## config.mk

```make
export PLATFORM = sky130hd
export DESIGN_NAME = unidad_control
export DESIGN_NICKNAME = d
export VERILOG_FILES = /design/src/rtl/unidad_control.sv
export SDC_FILE = /design/constraint.sdc
export NUM_CORES = 1
export LEC_CHECK = 0
export BUFFER_PORTS_ARGS = -buffer_cell sky130_fd_sc_hd__clkbuf_2
export CAP_MARGIN = 20
export CORE_AREA = 2 2 62 64
export CTS_CLUSTER_DIAMETER = 150
export DETAILED_ROUTE_END_ITERATION = 8
export DIE_AREA = 0 0 64 66
export MAX_ROUTING_LAYER = met4
export PLACE_DENSITY = 0.76
export SKIP_CTS_REPAIR_TIMING = 1
export SKIP_LAST_GASP = 1
export SYNTH_ARGS = -nofsm -noshare
export SYNTH_HDL_FRONTEND = slang
export SYNTH_SLANG_ARGS = --single-unit
```

## constraint.sdc

```tcl
create_clock -name clk -period 2.3 [get_ports clk]
set_input_delay 0.23 -clock clk [delete_from_list [all_inputs] [get_ports clk]]
set_output_delay 0.23 -clock clk [all_outputs]
set_load 0.005 [all_outputs]
```

## src/rtl/unidad_control.sv

```systemverilog
// Multi-cycle FETCH/DECODE/EXEC sequencer for unidad_procesadora: fetches from a
// synchronous ROM, decodes the control word and constant, and resolves branches on latched flags.
module unidad_control #(
  parameter int AW = 8
) (
  input  logic          clk,
  input  logic          rst_n,
  input  logic          start,
  output logic [AW-1:0] imem_addr,
  input  logic [15:0]   imem_data,
  input  logic [3:0]    flags_in,
  output logic [15:0]   control,
  output logic [3:0]    constant_out,
  output logic          out_strobe,
  output logic [3:0]    flags_q,
  output logic          busy,
  output logic          halted
);

  typedef enum logic [2:0] {IDLE, FETCH, DECODE, EXEC, HALT} state_t;

  localparam logic [3:0] OP_LDI = 4'h1, OP_ADD = 4'h2, OP_SUB = 4'h3, OP_AND = 4'h4,
                         OP_OR  = 4'h5, OP_XOR = 4'h6, OP_SHL = 4'h7, OP_SHR = 4'h8,
                         OP_IN  = 4'h9, OP_OUT = 4'hA, OP_JMP = 4'hB, OP_JZ  = 4'hC,
                         OP_JC  = 4'hD, OP_JN  = 4'hE, OP_HLT = 4'hF;

  state_t        state;
  logic [AW-1:0] pc;
  logic [15:0]   ir;

  function automatic logic [3:0] alu_code(input logic [3:0] op);
    case (op)
      OP_ADD:  return 4'b0010;
      OP_SUB:  return 4'b0101;
      OP_AND:  return 4'b1000;
      OP_OR:   return 4'b1010;
      OP_XOR:  return 4'b1100;
      default: return 4'b0000;
    endcase
  endfunction

  // Field order: {regA[2], regB[2], dest[2], we, MB, ALU[4], SH[2], MF, MD}
  function automatic logic [15:0] decode_ctrl(input logic [15:0] ins);
    logic [15:0] c;
    c = '0;
    case (ins[15:12])
      OP_LDI: c = {4'b0000, ins[11:10], 1'b1, 1'b1, 4'b0000, 2'b00, 1'b1, 1'b0};
      OP_ADD, OP_SUB, OP_AND, OP_OR, OP_XOR:
              c = {ins[9:8], ins[7:6], ins[11:10], 1'b1, 1'b0, alu_code(ins[15:12]),
                   2'b00, 1'b0, 1'b0};
      OP_SHL: c = {2'b00, ins[7:6], ins[11:10], 1'b1, 1'b0, 4'b0000, 2'b10, 1'b1, 1'b0};
      OP_SHR: c = {2'b00, ins[7:6], ins[11:10], 1'b1, 1'b0, 4'b0000, 2'b01, 1'b1, 1'b0};
      OP_IN:  c = {4'b0000, ins[11:10], 1'b1, 1'b0, 4'b0000, 2'b00, 1'b0, 1'b1};
      OP_OUT: c = {ins[9:8], ins[7:6], 12'h000};
      default: c = '0;
    endcase
    return c;
  endfunction

  // flags are {V,N,Z,C}
  function automatic logic jump_taken(input logic [3:0] op, input logic [3:0] fl);
    case (op)
      OP_JMP:  return 1'b1;
      OP_JZ:   return fl[1];
      OP_JC:   return fl[0];
      OP_JN:   return fl[2];
      default: return 1'b0;
    endcase
  endfunction

  // Outputs depend only on registered state, so an async reset kills an in-flight write at once
  assign imem_addr    = pc;
  assign control      = (state == EXEC) ? decode_ctrl(ir) : 16'h0000;
  assign constant_out = (state == EXEC && ir[15:12] == OP_LDI) ? ir[3:0] : 4'h0;
  assign out_strobe   = (state == EXEC && ir[15:12] == OP_OUT);
  assign busy         = (state == FETCH) || (state == DECODE) || (state == EXEC);
  assign halted       = (state == HALT);

  always_ff @(posedge clk or negedge rst_n) begin
    if (!rst_n) begin
      state   <= IDLE;
      pc      <= '0;
      ir      <= '0;
      flags_q <= '0;
    end else begin
      case (state)
        IDLE, HALT: begin
          if (start) begin
            state <= FETCH;
            pc    <= '0;
          end
        end
        FETCH:  state <= DECODE;
        DECODE: begin
          ir    <= imem_data;
          state <= EXEC;
        end
        EXEC: begin
          if (ir[15:12] >= OP_ADD && ir[15:12] <= OP_SHR)
            flags_q <= flags_in;
          if (ir[15:12] == OP_HLT) begin
            state <= HALT;
          end else begin
            state <= FETCH;
            pc    <= jump_taken(ir[15:12], flags_q) ? ir[AW-1:0] : pc + 1'b1;
          end
        end
        default: state <= IDLE;
      endcase
    end
  end

endmodule

```

### Word level (Yosys, flattened, before mapping)

Cells that the tools add are included.

| storage, ports and cells | value |
|---|---|
| register bits | 31 |
| output and inout port bits | 35 |
| input port bits | 23 |

| cells by class | value |
|---|---|
| reduce and logical (&&, ||, !) cells | 11 |
| $lt $le $gt $ge | 2 |
| multiplexer cells | 14 |
| add/subtract/negate cells | 1 |
| equality and inequality tests | 21 |

Operators by type and width:

| operator | number |
|---|---|
| case mux 16 bit (6 select lines) | 1 |
| equality test 4 bit (second input constant) | 8 |
| 2-to-1 mux 8 bit | 3 |
| case mux 4 bit (5 select lines) | 1 |
| equality test 4 x 3 -> 1 bit (second input constant) | 4 |
| 2-to-1 mux 16 bit | 1 |
| case mux 8 bit (2 select lines) | 1 |
| case mux 3 bit (4 select lines) | 1 |
| adder 8 x 1 -> 8 bit (second input constant) | 1 |
| equality test 4 x 2 -> 1 bit (second input constant) | 2 |
| equality test 3 x 2 -> 1 bit (second input constant) | 2 |
| 2-to-1 mux 3 bit | 2 |
| OR reduction 5 bit | 1 |
| equality test 4 x 1 -> 1 bit (second input constant) | 1 |
| greater-or-equal comparator 4 x 2 -> 1 bit (second input constant) | 1 |
| <= comparator 4 bit (second input constant) | 1 |
| 2-to-1 mux 4 bit | 1 |
| inequality test 2 bit (second input constant) | 2 |
| case mux 1 bit (4 select lines) | 1 |
| equality test 3 x 1 -> 1 bit (second input constant) | 1 |
| equality test 3 bit (second input constant) | 1 |
| logical AND 1 bit | 3 |
| logical NOT 3 bit | 1 |
| AND reduction 3 bit | 1 |
| other kinds (5) | 7 |

### Depth between registers and ports, before layout

Gate-level depths: netlist of the first run.

| depth | value |
|---|---|
| depth in word-level cells | 7 |
| mapped depth | 7 |
| mapped depth without buffers | 6 |

### Worst setup path after synthesis of the first run

No wires, ideal clock.

| path | value |
|---|---|
| kind | reg2reg |
| from | register ir[13] |
| to | register pc[2] (netlist: imem_addr[2]) |
| arrival time | 1.593 ns |
| stages on the path, launching flop included | 7 |
| setup slack | 0.637 ns |
| required time | 2.230 ns |
| library setup time | 0.070 ns |
| clock period less this slack | 1.663 ns |
| cells stage by stage | dfrtp_1 -> buf_6 -> mux2_4 -> a21oi_2 -> a311oi_2 -> or4b_1 -> nand3_1 |

| on the way | value |
|---|---|
| cells in the longest elaborated chain, start to end | 7 |

Ends and longest elaborated chain:

| what | RTL line | source |
|---|---|---|
| from (decl) | 29 | `logic [15:0] ir;` |
| from (signal assigned) | 95 | `ir <= imem_data;` |
| equality test 4 bit | 62 | `case (op)` |
| case mux 1 bit (4 select lines) | 62 |  |
| 2-to-1 mux 1 bit | 101 | `if (ir[15:12] == OP_HLT) begin` |
| 2-to-1 mux 1 bit | 86 | `case (state)` |
| 2-to-1 mux 8 bit | 105 | `pc <= jump_taken(ir[15:12], flags_q) ? ir[AW-1:0] : pc + 1'b1;` |
| 2-to-1 mux 8 bit | 101 |  |
| case mux 8 bit (2 select lines) | 86 |  |
| to (signal assigned) | 105 |  |
| to (decl) | 28 | `logic [AW-1:0] pc;` |

Parallel ways exist; a longest one is shown, timed or not. The select of a mux whose other input is x is not followed.
A chain may end at the register's enable or synchronous reset.

### Worst setup path after layout of the first run

| path | value |
|---|---|
| from | register state[2] |
| to | output port control[14] |

| on the way | value |
|---|---|
| cells in the longest elaborated chain, start to end | 2 |

Ends and longest elaborated chain:

| what | RTL line | source |
|---|---|---|
| from (decl) | 27 | `state_t state;` |
| from (signal assigned) | 81 | `state <= IDLE;` |
| from (signal assigned) | 89 | `state <= FETCH;` |
| from (signal assigned) | 93 | `FETCH: state <= DECODE;` |
| equality test 3 x 2 -> 1 bit | 73 | `assign control = (state == EXEC) ? decode_ctrl(ir) : 16'h0000;` |
| 2-to-1 mux 16 bit | 73 |  |
| to (decl) | 12 | `output logic [15:0] control,` |

No other way between the ends.

==> results of run 1 <==
## cell type report
class / count / area (µm²)
multi-input combinational: 127 / 874.6
inverter: 3 / 11.26
clock buffer: 7 / 45.04
sequential: 31 / 777.0
tap: 48 / 60.06
clock inverter: 1 / 5.005
timing repair buffer: 64 / 337.8
fill: 327 / 1440
## synth_stat cells, types with 2 or more instances
cell       n  area [µm²]
mux2i_1    2       20.02
nor3_1     3       15.01
and2_1    11       68.82
a211o_1    3       26.28
nand3_1    9       45.04
o21ai_1    2       10.01
or3_1      2       12.51
a21oi_1    8       40.04
xnor2_1    2       17.52
and3_1     6       37.54
inv_1      3       11.26
nor4_1     2       12.51
mux2_2    12       135.1
nand2b_1   6       37.54
a32oi_1    6       52.55
o21ai_0    3       15.01
or4b_1     2       20.02
nand4_1    2       12.51
nor2_1    11       41.29
a21o_1     3       22.52
dfrtp_1   31       775.7
buf_2      2       10.01
mux2_1     6       67.56
clkbuf_1   4       15.01
nand2_1   14       52.55
## state kept, by name (all words and copies together) (netlist names)
signal     flops
flags_q        4
imem_addr      8
ir            16
state          3
## metrics by stage
| stage | util, % | area, µm² |
|---|---|---|
| detailed placement | 57.96 | 2058 |
| finish | 59.44 | 2111 |
| global placement | 57.96 | 2058 |
| floorplan | - | 1704 |
| CTS | 59.37 | 2108 |
| global route | 59.44 | 2111 |
## report_power, final
group | leakage [nW] | internal (mW) | total (mW) | switching [mW]
clock network | 0.0293 | 0.119 | 0.292 | 0.173
logic | 0.632 | 0.681 | 1.34 | 0.655
registers | 0.378 | 0.813 | 1.14 | 0.330
## kinds of logic (layout without fill, tap and decap cells)
| family | count (synthesis) | after routing | share of synthesized area, % |
|---|---|---|---|
| and+or+nand+nor | 73 | 73 | 23.06 |
| DFF | 31 | 31 | 45.52 |
| AOI/OAI and AO/OA | 30 | 30 | 12.48 |
| muxes | 21 | 21 | 13.95 |
| buffers and inverters | 11 | 75 | 3.230 |
| xor gates and xnor gates | 2 | 2 | 1.028 |
| adders and majority gates | 1 | 1 | 0.7341 |
## worst max path at each step
stage	start	to	cells past startpoint
floorplan	ir[13]	imem_addr[2]	6
global placement	ir[14]	control[15]	4
detailed placement	ir[14]	control[15]	4
CTS	ir[14]	control[14]	4
global route	state[2]	control[14]	4
finish	state[2]	control[14]	4
## routing by layer
metal  wire (µm)  GRT usage (%)
met1        1725          23.22
met2        1935          32.68
met5           0              -
met3         176          3.237
met4          20          5.978
==> run metrics, run 1 <==
critical path class=reg2out; ys flop type=dfrtp_1; routed wire length=between 3 and 4 mm; Reg clk slew, reported paths=100 ps; Vias=between 1500 and 2000; syn_nets=193; slew margin rel.=between 50% and 60%; worst hold path type=in2async; Max-Cap Viols=0; Lkg Pwr=a little over 1 nW; commonest non-fill, non-tap cell in the layout=clkbuf_2; Post-synth ARST share=100.0%; clk_skew=between 10 and 15 ps; average size of a mapped cell=10.08 µm²; Post-DRT Antenna Nets=0; Yosys reg bits=31; Die H=between 60 and 70 µm; 1st-iter DRT viols=a little over 100; cell depth of the worst flop-to-flop path=6; Max VDD drop=between 0.0005 and 0.0006 V; FF-to-FF End=imem_addr[0]; GPL Wtd Cong=just over 0.9; status=finished, violations left; Area growth syn-to-layout=23.86%; critical path required time=2070 ps; crit path DAT=approximately 1900 ps; Cell Area, Synth=1704 µm²; initial core utilization=between 40% and 50%; DRC errors left=0; n_diodes=0; top cell family by delay on the critical path=compound AO/OA/AOI/OAI gates; router iterations before antenna repair=4; Buf/Inv on CP=1; worst path cell trace=nand3b_1 > a2111oi_1 > and2_1 > clkbuf_2; Num Clock Sinks=31; fin crit period=around 2100 ps; EDFF count, synth=0; pre-CTS setup slack=approximately 330 ps; row cnt=22; I/O pin count=58; sequential area share after synthesis=a little under half; share of post-route cells with drive strength above 1=between 30% and 40%; DIE AREA=4224 µm²; total track usage=between 10% and 20%; CP endpoint kind=primary output; clk_lat worst skew=320 ps; most frequent cells in the layout=clkbuf_2 (57), dfrtp_1 (30), nand2_1 (14); largest net degree at the start of global routing=32; fin cells=281; HPWL after DPL=2.917 mm; Fin Hold WS=-40.45 ps; Syn Inst Count=169; final setup margin=between 150 and 200 ps; die span in x=64 µm; CTS buffer count=5; first-pass GRT wire length=between 6 and 7 mm; post-DR wirelength/cell=approximately 14 µm; Root Buffer=clkbuf_4; global route overflow=0; CTS Buffer Depth=2; port bufs=57; max-slew violations=0; Final TNS setup=0 ps; Final Setup Violations=0; CP Launch Type=register; via density per instance=between 5 and 6; actual slew at the worst max-slew pin=~750 ps; vias in the first global route=approximately 1400; RSZ-0062 raised after global routing=false; Tot Pwr=between 2 and 3 mW; Final period util=a little over 90%; slowest stage cell, crit path=a2111oi_1; Pwr Density=about 1300 nW/µm²; r2r setup slk=around 470 ps; Worst path max stage delay=roughly 600 ps; Hold Fails Final Rpt=31; Crit Path Max Fanout=6; CTS H-tree lvls=2; initial antenna violation count=0; nets=around 260; fmax=approximately 0.47 GHz; placed cells=273; CTS tree=yes; Ys Warns=0; count of different cell masters after synthesis=39; failing checks=negative hold slack; FF-to-FF Start=ir[13]; core area=around 3600 µm²
Note: power is estimated with default switching activity, not from simulation.
==> run 2: changes to the inputs <==
CTS_BUF_LIST = sky130_fd_sc_hd__clkbuf_16   (was default)
==> run 2 against run 1 <==
  * Worst hold slack gained 48 ps
  * Maximum frequency increased by 1.4%
  * The run now ends clean
  * Combinational power hardly changed
  * Sequential share of layout area fell by 1.5 points
  * Setup slack gained 29 ps
  * Flip-flop and latch count stayed put
  * Register-to-register slack is essentially flat
  * Sequential power about the same
  * Critical path type unchanged
==> run metrics, run 2 (synthesized netlist as in run 1, its figures left out) <==
Finished Core Util=61.87%; initial core utilization=47.99%; number of fillers in the final layout=around 320; CP Launch Type=register; Reg area=775.7 µm²; actual slew at the worst max-slew pin=745.2 ps; first-pass GRT wire length=about 6.4 mm; 1st-iter DRT viols=81; GPL Wtd Cong=0.9067; most frequent cells in the layout=clkbuf_2 (57), dfrtp_1 (31), nand2_1 (14); crit path launch=ir[14]; area occupied by multi-input gates=approximately 870 µm²; r2r setup slk=470 ps; Num Clock Sinks=31; crit path DAT=approximately 1900 ps; Area growth syn-to-layout=28.93%; largest net degree at the start of global routing=32; Reg clk slew, reported paths=around 50 ps; critical path required time=approximately 2100 ps; worst path cell trace=nor2_1 > a2111oi_1 > and2_1 > clkbuf_2; n_diodes=0; Final period util=roughly 90%; Max-Cap Viols=0; Worst path max stage delay=~600 ps; max reg flops=16; HPWL after DPL=approximately 3 mm; port bufs=57; Pwr Density=1404 nW/µm²; pre-CTS setup slack=329.4 ps; Root Buffer=clkbuf_16; share of post-route cells with drive strength above 1=between 30% and 40%; Hold Fails Final Rpt=0; DIE AREA=about 4200 µm²; CP endpoint kind=primary output; initial antenna violation count=0; post-DR wirelength/cell=13.91 µm; vias in the first global route=about 1500; RSZ-0062 raised after global routing=false; CTS H-tree lvls=2; Worst Setup EP=control[14]; router iterations before antenna repair=4; row cnt=22; clk_skew=7.088 ps; die span in x=between 60 and 70 µm; FF-to-FF End=imem_addr[0]; clk_lat worst skew=approximately 280 ps; CTS Buffer Depth=2; Die H=66 µm; slew margin rel.=between 50 and 60%; status=complete, no violations; Final Setup Violations=0; FF-to-FF Start=ir[13]; largest register by flop count=ir; final setup margin=roughly 180 ps; Lkg Pwr=between 1 and 1.5 nW; Post-DRT Antenna Nets=0; total track usage=between 20% and 30%; commonest non-fill, non-tap cell in the layout=clkbuf_2; global route overflow=0; via density per instance=approximately 5.4; cell depth of the worst flop-to-flop path=6; critical path class=reg2out; Crit Path Max Fanout=15; max-slew violations=0; CTS tree=yes; fmax=0.4718 GHz; Final TNS setup=0 ps; DRC errors left=0; I/O pin count=58; fin crit period=between 2000 and 2500 ps; Fin Hold WS=around 8 ps; core area=3551 µm²; worst hold path type=in2async; Vias=between 1500 and 2000; Tot Pwr=3.085 mW; CTS buffer count=5; slowest stage cell, crit path=dfrtp_1; routed wire length=around 3.9 mm; nets=256; Max VDD drop=0.0006292 V
## run 2: cell count changes in the layout (fill, tap and decap cells not counted), sizes merged
cell	before	now
inv	3	5
clkbuf	64	62
## run 2: worst max-delay path: cells and delay by family, from the launching register on
kind	cells	cell delay [ps]
AND/OR/NAND/NOR	2	380
flip-flops	1	600
buffers and inverters	1	110
AO/OA/AOI/OAI	1	530
## run 2: layout make-up
cell class / instances / area share, %
multi-input combinational: 127 / 39.81
sequential: 31 / 35.31
timing repair buffer: 64 / 15.38
clock buffer: 5 / 5.695
tap: 48 / 2.733
clock inverter: 3 / 0.5695
inverter: 3 / 0.5125
## run 2: worst min-delay path by stage
stage                 end  startpoint  cells after the start
2_1_floorplan  flags_q[0]       rst_n                      0
3_3_place_gp   flags_q[3]       rst_n                      1
3_5_place_dp   flags_q[3]       rst_n                      1
4_1_cts        flags_q[3]       rst_n                      1
5_1_grt        flags_q[0]       rst_n                      1
6_report       flags_q[3]       rst_n                      1
## run 2: layer usage
metal	vias up	track usage [%]	routed length [µm]
met2	36	33.20	1948
met4	0	11.41	80
met5	-	-	0
met1	731	23.85	1714
li1	743	-	-
met3	8	4.259	165
## run 2: power by group
| part | internal (mW) | leakage [nW] | switching (mW) |
|---|---|---|---|
| clock | 0.389 | 0.0762 | 0.222 |
| sequential | 0.814 | 0.379 | 0.330 |
| combinational | 0.681 | 0.632 | 0.650 |
## run 2: through the flow
stage               area [µm²]  instances
global placement          2058        273
floorplan                 1704        169
detailed placement        2058        273
global route              2197        281
CTS                       2196        281
finish                    2197        281
